**src/rtl/aximm_pkg.sv**
```systemverilog
//------------------------------------------------------------------------------
// aximm_pkg : shared AXI-MM write-path types and defaults
// Rev 1.0
//------------------------------------------------------------------------------
`default_nettype none

package aximm_pkg;

  localparam int AXIMM_DWIDTH_DEF    = 64;
  localparam int AXIMM_BUF_DEPTH_DEF = 16;

  typedef struct packed {
    logic                        last;
    logic [AXIMM_DWIDTH_DEF-1:0] data;
  } wbeat_t;

  function automatic int beat_width(input int dwidth);
    return dwidth + 1;
  endfunction

endpackage

`default_nettype wire

```
**src/rtl/aximm_buf_ram.sv**
```systemverilog
//------------------------------------------------------------------------------
// aximm_buf_ram : register array, one write port, one registered read port
// Rev 1.0
//------------------------------------------------------------------------------
`default_nettype none

module aximm_buf_ram
  import aximm_pkg::*;
#(
  parameter int WIDTH  = beat_width(AXIMM_DWIDTH_DEF),
  parameter int DEPTH  = AXIMM_BUF_DEPTH_DEF,
  parameter int AWIDTH = $clog2(DEPTH)
) (
  input  logic              clk,
  input  logic              rst_n,
  input  logic              we_i,
  input  logic [AWIDTH-1:0] waddr_i,
  input  logic [WIDTH-1:0]  wdata_i,
  input  logic              re_i,
  input  logic [AWIDTH-1:0] raddr_i,
  output logic [WIDTH-1:0]  rdata_o
);

  logic [WIDTH-1:0] mem_q [DEPTH];
  logic [WIDTH-1:0] rdata_q;

  // Storage is intentionally left unreset so it maps onto plain flops/LUTRAM.
  always_ff @(posedge clk) begin
    if (we_i) begin
      mem_q[waddr_i] <= wdata_i;
    end
  end

  always_ff @(posedge clk or negedge rst_n) begin
    if (!rst_n) begin
      rdata_q <= '0;
    end else if (re_i) begin
      rdata_q <= mem_q[raddr_i];
    end
  end

  assign rdata_o = rdata_q;

endmodule

`default_nettype wire

```
**src/rtl/aximm_wr_buf.sv**
```systemverilog
//------------------------------------------------------------------------------
// aximm_wr_buf : W-channel beat FIFO feeding the AXI-MM write valid controller
// Rev 1.0
//------------------------------------------------------------------------------
`default_nettype none

module aximm_wr_buf
  import aximm_pkg::*;
#(
  parameter int DWIDTH   = AXIMM_DWIDTH_DEF,
  parameter int DEPTH    = AXIMM_BUF_DEPTH_DEF,
  parameter int AWIDTH   = $clog2(DEPTH),
  parameter int AFULL_TH = 12
) (
  input  logic              clk,
  input  logic              rst_n,
  input  logic              s_wvalid,
  output logic              s_wready,
  input  logic [DWIDTH-1:0] s_wdata,
  input  logic              s_wlast,
  input  logic              fifo_rden,
  output logic              fifo_empty,
  output logic [DWIDTH-1:0] fifo_rdata,
  output logic              fifo_rlast,
  output logic [AWIDTH:0]   fill_level,
  output logic              almost_full,
  output logic              ovf_err,
  output logic              udf_err,
  input  logic              clr_err
);

  localparam logic [AWIDTH:0] FULL_LVL  = (AWIDTH+1)'(DEPTH);
  localparam logic [AWIDTH:0] AFULL_LVL = (AWIDTH+1)'(AFULL_TH);

  logic [AWIDTH-1:0] wr_ptr_q, wr_ptr_d;
  logic [AWIDTH-1:0] rd_ptr_q, rd_ptr_d;
  logic [AWIDTH:0]   fill_q,   fill_d;
  logic              ovf_q,    ovf_d;
  logic              udf_q,    udf_d;
  logic              wr_en,    rd_en;
  logic [DWIDTH:0]   ram_rdata;

  // Status flags depend only on the registered count, never on inputs.
  assign s_wready    = (fill_q != FULL_LVL);
  assign fifo_empty  = (fill_q == '0);
  assign almost_full = (fill_q >= AFULL_LVL);

  assign wr_en = s_wvalid & s_wready;
  assign rd_en = fifo_rden & ~fifo_empty;

  always_comb begin
    wr_ptr_d = wr_en ? wr_ptr_q + 1'b1 : wr_ptr_q;
    rd_ptr_d = rd_en ? rd_ptr_q + 1'b1 : rd_ptr_q;
    fill_d   = fill_q;
    case ({wr_en, rd_en})
      2'b10:   fill_d = fill_q + 1'b1;
      2'b01:   fill_d = fill_q - 1'b1;
      default: fill_d = fill_q;
    endcase
    // A fresh error in the same cycle as clr_err keeps the flag set.
    ovf_d = (ovf_q & ~clr_err) | (s_wvalid & ~s_wready);
    udf_d = (udf_q & ~clr_err) | (fifo_rden & fifo_empty);
  end

  always_ff @(posedge clk or negedge rst_n) begin
    if (!rst_n) begin
      wr_ptr_q <= '0;
      rd_ptr_q <= '0;
      fill_q   <= '0;
      ovf_q    <= 1'b0;
      udf_q    <= 1'b0;
    end else begin
      wr_ptr_q <= wr_ptr_d;
      rd_ptr_q <= rd_ptr_d;
      fill_q   <= fill_d;
      ovf_q    <= ovf_d;
      udf_q    <= udf_d;
    end
  end

  aximm_buf_ram #(
    .WIDTH  (DWIDTH + 1),
    .DEPTH  (DEPTH),
    .AWIDTH (AWIDTH)
  ) u_ram (
    .clk     (clk),
    .rst_n   (rst_n),
    .we_i    (wr_en),
    .waddr_i (wr_ptr_q),
    .wdata_i ({s_wlast, s_wdata}),
    .re_i    (rd_en),
    .raddr_i (rd_ptr_q),
    .rdata_o (ram_rdata)
  );

  assign fifo_rdata = ram_rdata[DWIDTH-1:0];
  assign fifo_rlast = ram_rdata[DWIDTH];
  assign fill_level = fill_q;
  assign ovf_err    = ovf_q;
  assign udf_err    = udf_q;

endmodule

`default_nettype wire
```
**config.mk**
```make
export PLATFORM = sky130hd
export DESIGN_NAME = aximm_wr_buf
export DESIGN_NICKNAME = d
export VERILOG_FILES = /design/src/rtl/aximm_pkg.sv /design/src/rtl/aximm_buf_ram.sv /design/src/rtl/aximm_wr_buf.sv
export SDC_FILE = /design/constraint.sdc
export NUM_CORES = 1
export LEC_CHECK = 0
export BUFFER_PORTS_ARGS = -buffer_cell sky130_fd_sc_hd__buf_2
export CAP_MARGIN = 20
export CORE_MARGIN = 3
export CORE_UTILIZATION = 27
export DETAILED_ROUTE_END_ITERATION = 10
export SYNTH_ARGS = -nofsm -noshare
export SYNTH_HDL_FRONTEND = slang
export SYNTH_HIERARCHICAL = 1
export SYNTH_SLANG_ARGS = --single-unit
```
**constraint.sdc**
```tcl
create_clock -name clk -period 7.1 [get_ports clk]
set_clock_uncertainty 0.1 [all_clocks]
set_input_delay 0.71 -clock clk [delete_from_list [all_inputs] [get_ports clk]]
set_output_delay 0.71 -clock clk [all_outputs]
set_load 0.01 [all_outputs]
```
=== After elaboration in Yosys (flattened, before gate mapping) ===
Memories as Yosys holds them, arrays and structs flattened. A register that Yosys moved wholly into a read port is not among the register bits.
Index checks and enable logic that the tools add are counted.

* $add $sub $neg: 4
* $lt $le $gt $ge: 1
* Eq/ne operators: 3
* Muxes and demuxes: 3
* Bitwise logic cells: 11
* Reduce and logical (&&, ||, !) cells: 3

{| class="wikitable"
|+ Operators with widths
! cell !! number
|-
| case mux 5 bit (2 select lines) || 1
|-
| adder 4 x 1 -> 4 bit (second input constant) || 2
|-
| bitwise AND 1 bit || 6
|-
| adder 5 x 1 -> 5 bit (second input constant) || 1
|-
| greater-or-equal comparator 5 x 4 -> 1 bit (second input constant) || 1
|-
| logical NOT 5 bit || 1
|-
| != test 5 bit (second input constant) || 1
|-
| subtractor 5 x 1 -> 5 bit (second input constant) || 1
|-
| NOT 1 bit || 3
|-
| equality test 2 x 1 -> 1 bit (second input constant) || 1
|-
| equality test 2 bit (second input constant) || 1
|-
| two-way mux 1 bit || 2
|-
| bitwise OR 1 bit || 2
|-
| nonzero test 2 bit || 1
|-
| logical NOT 1 bit || 1
|}

* Bits in registers: 15
* RAM bits: 1040
* Input bits: 70
* Output and inout port bits: 75
* Word-level logic and storage cells: 31
* Memories: 1

{| class="wikitable"
|+ Memory list
! name !! depth !! width !! read ports !! clocked after memory_dff !! wr ports !! RTL line !! text
|-
| u_ram.mem_q || 16 || 65 || 1 || 1 || 1 || aximm_buf_ram.sv:24 || <nowiki>logic [WIDTH-1:0] mem_q [DEPTH];</nowiki>
|}

=== Depth between registers and ports, before layout ===
* Depth after elaboration: 5
* Mapped depth: 12
* Gate-level depth less buffers: 10

=== Cells and area by module ===
The synthesis kept the hierarchy.

{| class="wikitable"
|+ Modules (own cells, without submodules)
! module !! instances !! cells each !! area an instance (µm²) !! sequential area each (µm²)
|-
| aximm_buf_ram || 1 || 1753 || 41790.1 || 32856.5
|-
| aximm_wr_buf || 1 || 82 || 869.6 || 375.4
|}

=== Worst setup path before layout ===
OpenSTA, ideal clock, no wires.

* Path type: register -> register
* From: reg fill_q[2], in the netlist fill_level[2]
* To: mem u_ram/mem_q[0][0] (netlist name) (enable)
* Setup time: 0.568 ns
* Data arrival time: 5.783 ns
* Required time: 6.432 ns
* Setup slack: 0.650 ns
* Stages on the path, launching flop included: 8
* Buffers on the path: 1
* Clock period less this slack: 6.450 ns
* Path through: dfrtp_1 -> buf_2 -> nor4_4 -> nand2_2 -> nand2_2 -> inv_2 -> or3b_1 -> nor3_1

* Word-level cells in the longest chain between the ends: 4

{| class="wikitable"
|+ Ends and longest elaborated chain
! element !! RTL line !! text
|-
| from (decl) || aximm_wr_buf.sv:37 || <nowiki>logic [AWIDTH:0] fill_q, fill_d;</nowiki>
|-
| from (signal assigned) || aximm_wr_buf.sv:75 || <nowiki>fill_q <= fill_d;</nowiki>
|-
| != test 5 bit || aximm_wr_buf.sv:44 || <nowiki>assign s_wready = (fill_q != FULL_LVL);</nowiki>
|-
| via s_wready || aximm_wr_buf.sv:18 || <nowiki>output logic s_wready,</nowiki>
|-
| bitwise AND 1 bit || aximm_wr_buf.sv:48 || <nowiki>assign wr_en = s_wvalid & s_wready;</nowiki>
|-
| via wr_en || aximm_wr_buf.sv:40 || <nowiki>logic wr_en, rd_en;</nowiki>
|-
| two-way mux 1 bit || aximm_buf_ram.sv:29 || <nowiki>if (we_i) begin</nowiki>
|-
| two-way mux 1 bit (not written as such) || aximm_buf_ram.sv:30 || <nowiki>mem_q[waddr_i] <= wdata_i;</nowiki>
|-
| to (decl) || aximm_buf_ram.sv:24 ||
|}

The timed path passes the listed nets, and every way through them passes these cells.

=== Final worst setup path ===
* From: reg fill_q[2], in the netlist fill_level[2]
* To: mem u_ram/mem_q[2][10] (netlist name) (enable)

* Word-level cells in the longest chain between the ends: 4

{| class="wikitable"
|+ Ends and longest elaborated chain
! element !! RTL line
|-
| != test 5 bit || aximm_wr_buf.sv:44
|-
| bitwise AND 1 bit || aximm_wr_buf.sv:48
|-
| via wr_en || aximm_wr_buf.sv:40
|-
| two-way mux 1 bit || aximm_buf_ram.sv:29
|-
| two-way mux 1 bit (not written as such) || aximm_buf_ram.sv:30
|}

The timed path passes the listed nets, and every way through them passes these cells.

==> load_flow_metrics.sql <==
INSERT INTO impl_metrics (metric_group, metric, value, unit) VALUES
('outcome', 'status', 'complete, no violations', ''),
('route', 'post-route-drc-count', '0', ''),
('critical_path', 'path_delay_family', 'simple AND/OR/NAND/NOR gates', ''),
('critical_path', 'worst_ep_arrival_time', '3.88', 'ns'),
('place', 'finalWeightedCongestion', '0.677', ''),
('synthesis', 'synth.cell_area', '0.0427', 'mm^2'),
('cells_and_area', 'final_layout_size_suffix_gt1_frac', '0.286', ''),
('pwr', 'p_per_area', '394', 'mW/mm^2'),
('pwr', 'ir_worst_vdd', '308', 'uV'),
('synthesis', 'synth.yosys.seq_area_share', '0.779', ''),
('route', 'detail_route.wl_per_cell', '23.8', 'um'),
('synthesis', 'synth_top_cells_by_area', 'sky130_fd_sc_hd__edfxtp_1 73%, sky130_fd_sc_hd__mux4_2 11%, sky130_fd_sc_hd__dfrtp_1 4.7%', ''),
('critical_path', 'largest_fanout_of_any_net_on_the_critical_path', '40', ''),
('sta', 'transition_time_of_the_tightest_slew_check_pin', '1.07', 'ns'),
('clocking', 'clkTransAtPathRegs', '0.07', 'ns'),
('synthesis', 'ys.flop_type', 'sky130_fd_sc_hd__edfxtp_1', ''),
('floorplan', 'coreArea', '0.157', 'mm^2'),
('cells_and_area', 'fillerInstances', '14822', ''),
('sta', 'max_clock_freq', '271', 'MHz'),
('critical_path', 'cell_by_cell_trace_of_the_critical_path', 'nor4_4, nand2_2, nand2_2, inv_2, or3b_1, nor2_4, buf_4', ''),
('critical_path', 'cp.required', '7.29', 'ns'),
('synthesis', 'netlist.top_cell.by_area', 'sky130_fd_sc_hd__edfxtp_1', ''),
('synthesis', 'synthesis.instances', '1835', ''),
('route', 'drt_first_pass_iters', '5', ''),
('floorplan', 'design.die.area', '0.163', 'mm^2'),
('clocking', 'clock_sink_count', '1120', ''),
('flow_run', 'maxCapViolCount', '0', ''),
('critical_path', 'critical_path.startpoint_type', 'flop', ''),
('clocking', 'ctsHtreeMaxLevel', '3', ''),
('sta', 'slew_violations', '0', ''),
('cells_and_area', 'design.final.nets', '2105', ''),
('clocking', 'tritoncts_clock_tree', 'yes', ''),
('clocking', 'clock_tree.root_cell', 'sky130_fd_sc_hd__clkbuf_16', ''),
('worst_hold_path', 'min-delay-path-class', 'input port to flop', ''),
('critical_path', 'path_common_cell', 'sky130_fd_sc_hd__nand2_2', ''),
('critical_path', 'crit_type', 'flop to flop', ''),
('sta', 'fin_setup_tns', '0', 'ns'),
('synthesis', 'ys_async_sr_fraction', '0.0714', ''),
('sta', 'worst_slew_margin_rel', '0.285', ''),
('route', 'dr_total_vias', '19532', ''),
('clocking', 'cts-buffers-inserted', '112', ''),
('synthesis', 'synth.distinct_cells', '48', ''),
('sta', 'hold_viol_final', '0', ''),
('floorplan', 'dieWidth', '403', 'um'),
('pwr', 'power.leakage', '15.7', 'nW'),
('route', 'initialDrtViolationCount', '1710', ''),
('clocking', 'clock_tree.buffer_depth', '3', ''),
('cells_and_area', 'post-route-cell-area', '0.0494', 'mm^2'),
('critical_path', 'critical_path.max_stage_delay', '0.74', 'ns'),
('synthesis', 'yosys_warnings', '6', ''),
('synthesis', 'synth.net_count', '1911', ''),
('synthesis', 'synth_edf_count', '1040', ''),
('synthesis', 'synthesis.area_per_instance', '23.2', 'um^2'),
('floorplan', 'initial_utilization', '0.272', ''),
('critical_path', 'critical_path_buffers_and_inverters', '2', ''),
('sta', 'min_period_over_period', '0.519', ''),
('pwr', 'total_power', '19.4', 'mW'),
('synthesis', 'synth_top_area_frac', '0.732', ''),
('place', 'detailed_place_hpwl', '53600', 'um'),
('route', 'postRouteAntennaNets', '0', ''),
('cells_and_area', 'syn2layout_area_growth', '15.7', '%'),
('place', 'place.port_buffers', '144', ''),
('global_route', 'initial_antenna_violation_count', '21', ''),
('floorplan', 'die_height', '403', 'um'),
('route', 'wirelength', '99500', 'um'),
('sta', 'hold_ws', '0.102', 'ns'),
('clocking', 'cts-resized-gates', '0', ''),
('floorplan', 'placementRows', '145', ''),
('place', 'detailed_place.area', '0.0456', 'mm^2'),
('route', 'avgViaCountPerCell', '4.66', ''),
('global_route', 'global_route_wire_length_before_repair', '145000', 'um');
registers in the layout (all words and copies together), names as in the netlist:
register / count
u_ram/mem_q: 1040
u_ram/rdata_o: 65
fill_level: 5
rd_ptr_q: 4
wr_ptr_q: 4
ovf_err: 1
udf_err: 1
per-layer routing:
layer	vias up	global-route usage	routed length, um
li1	8257	-	-
met1	10611	0.161	42800
met2	500	0.203	49200
met3	154	0.0258	5420
met4	10	0.0298	2030
met5	-	0	73
worst reg2reg max path, cell delays in order, from the launching register on:
cell and delay (ns):
sky130_fd_sc_hd__dfrtp_1 0.54, sky130_fd_sc_hd__nor4_4 0.12, sky130_fd_sc_hd__nand2_2 0.10, sky130_fd_sc_hd__nand2_2 0.14, sky130_fd_sc_hd__inv_2 0.18, sky130_fd_sc_hd__or3b_1 0.52, sky130_fd_sc_hd__nor2_4 0.74, sky130_fd_sc_hd__buf_4 0.78
cells in the mapped netlist (7+ instances only):
| cell type | number |
|---|---|
| sky130_fd_sc_hd__clkbuf_1 | 24 |
| sky130_fd_sc_hd__nand2_1 | 7 |
| sky130_fd_sc_hd__buf_6 | 14 |
| sky130_fd_sc_hd__mux4_2 | 210 |
| sky130_fd_sc_hd__buf_12 | 15 |
| sky130_fd_sc_hd__buf_2 | 35 |
| sky130_fd_sc_hd__mux4_1 | 50 |
| sky130_fd_sc_hd__edfxtp_1 | 1040 |
| sky130_fd_sc_hd__dfrtp_1 | 80 |
| sky130_fd_sc_hd__mux2i_1 | 65 |
| sky130_fd_sc_hd__o22ai_1 | 66 |
| sky130_fd_sc_hd__a221oi_1 | 61 |
| sky130_fd_sc_hd__nor2_1 | 82 |
cell type report:
cell class	count	area, um^2	share of cell area
Antenna cell	3	7.51	0.000152
Clock buffer	149	3040	0.0616
Clock inverter	64	702	0.0142
Inverter	4	15.0	0.000304
Multi-Input combinational cell	605	8660	0.175
Sequential cell	1120	33200	0.673
Tap cell	2058	2570	0.0522
Timing Repair Buffer	186	1110	0.0226
stage by stage:
| step | utilization | setup slack [ns] | instances |
|---|---|---|---|
| finish | 0.315 | 3.41 | 4189 |
| global route | 0.315 | 3.23 | 4186 |
| CTS | 0.315 | 3.29 | 4185 |
| detailed placement | 0.291 | 3.30 | 3971 |
| global placement | 0.291 | 3.37 | 3971 |
| floorplan | - | 0.650 | 1835 |
worst paths after layout:
path / end / cells after the start / start / slack, ns
max: u_ram/mem_q[2][10] / 7 / fill_level[2] / 3.41
max reg2reg: u_ram/mem_q[2][10] / 7 / fill_level[2] / 3.41
min: ovf_err / 2 / clr_err / 0.10
min reg2reg: udf_err / 2 / udf_err / 0.43
max in group asynchronous: rd_ptr_q[1] / 3 / rst_n / 5.07
min in group asynchronous: u_ram/rdata_o[3] / 2 / rst_n / 0.41
cells by family (layout without fill, tap and decap cells):
group	Yosys count	in the layout	share of synthesized area
AOI/OAI and AO/OA	143	143	0.0257
muxes	328	328	0.158
buffers and inverters	110	403	0.0211
adders and majority gates	6	6	0.00176
DFF	1120	1120	0.779
other	0	3	0
and+or+nand+nor	117	117	0.0124
xor gates and xnor gates	11	11	0.00226
repair_timing:
action                                  in CTS  in global routing
endpoints found under the setup margin       0                  0
hold endpoints to repair                    35                  0
hold buffers                                 1                  0
buffers inserted                             0                  0
cells in the final DEF (no fill, tap or decap), types with 4 or more instances in the layout:
master and count:
sky130_fd_sc_hd__nand2b_1 4, sky130_fd_sc_hd__clkinv_1 11, sky130_fd_sc_hd__inv_6 4, sky130_fd_sc_hd__buf_2 143, sky130_fd_sc_hd__mux4_1 50, sky130_fd_sc_hd__mux2i_1 65
sky130_fd_sc_hd__dfrtp_1 77, sky130_fd_sc_hd__bufinv_16 10, sky130_fd_sc_hd__a221oi_2 5, sky130_fd_sc_hd__edfxtp_1 1040, sky130_fd_sc_hd__clkinvlp_4 10, sky130_fd_sc_hd__clkinv_2 20
sky130_fd_sc_hd__clkbuf_1 27, sky130_fd_sc_hd__clkbuf_8 10, sky130_fd_sc_hd__ha_1 6, sky130_fd_sc_hd__mux4_2 210, sky130_fd_sc_hd__buf_4 36, sky130_fd_sc_hd__nor3_2 4
sky130_fd_sc_hd__clkbuf_16 112, sky130_fd_sc_hd__xnor2_1 6, sky130_fd_sc_hd__a221oi_1 61, sky130_fd_sc_hd__nor2_1 70, sky130_fd_sc_hd__nor2_4 12, sky130_fd_sc_hd__xor2_1 5
sky130_fd_sc_hd__buf_12 4, sky130_fd_sc_hd__nand2_1 7, sky130_fd_sc_hd__o22ai_1 66
report_power, final:
part | internal (mW) | switching (mW)
clock network | 3.40 | 2.51
registers | 8.12 | 0.473
logic | 2.19 | 2.75
total | 13.7 | 5.73
(Power assumes the default switching activity.)
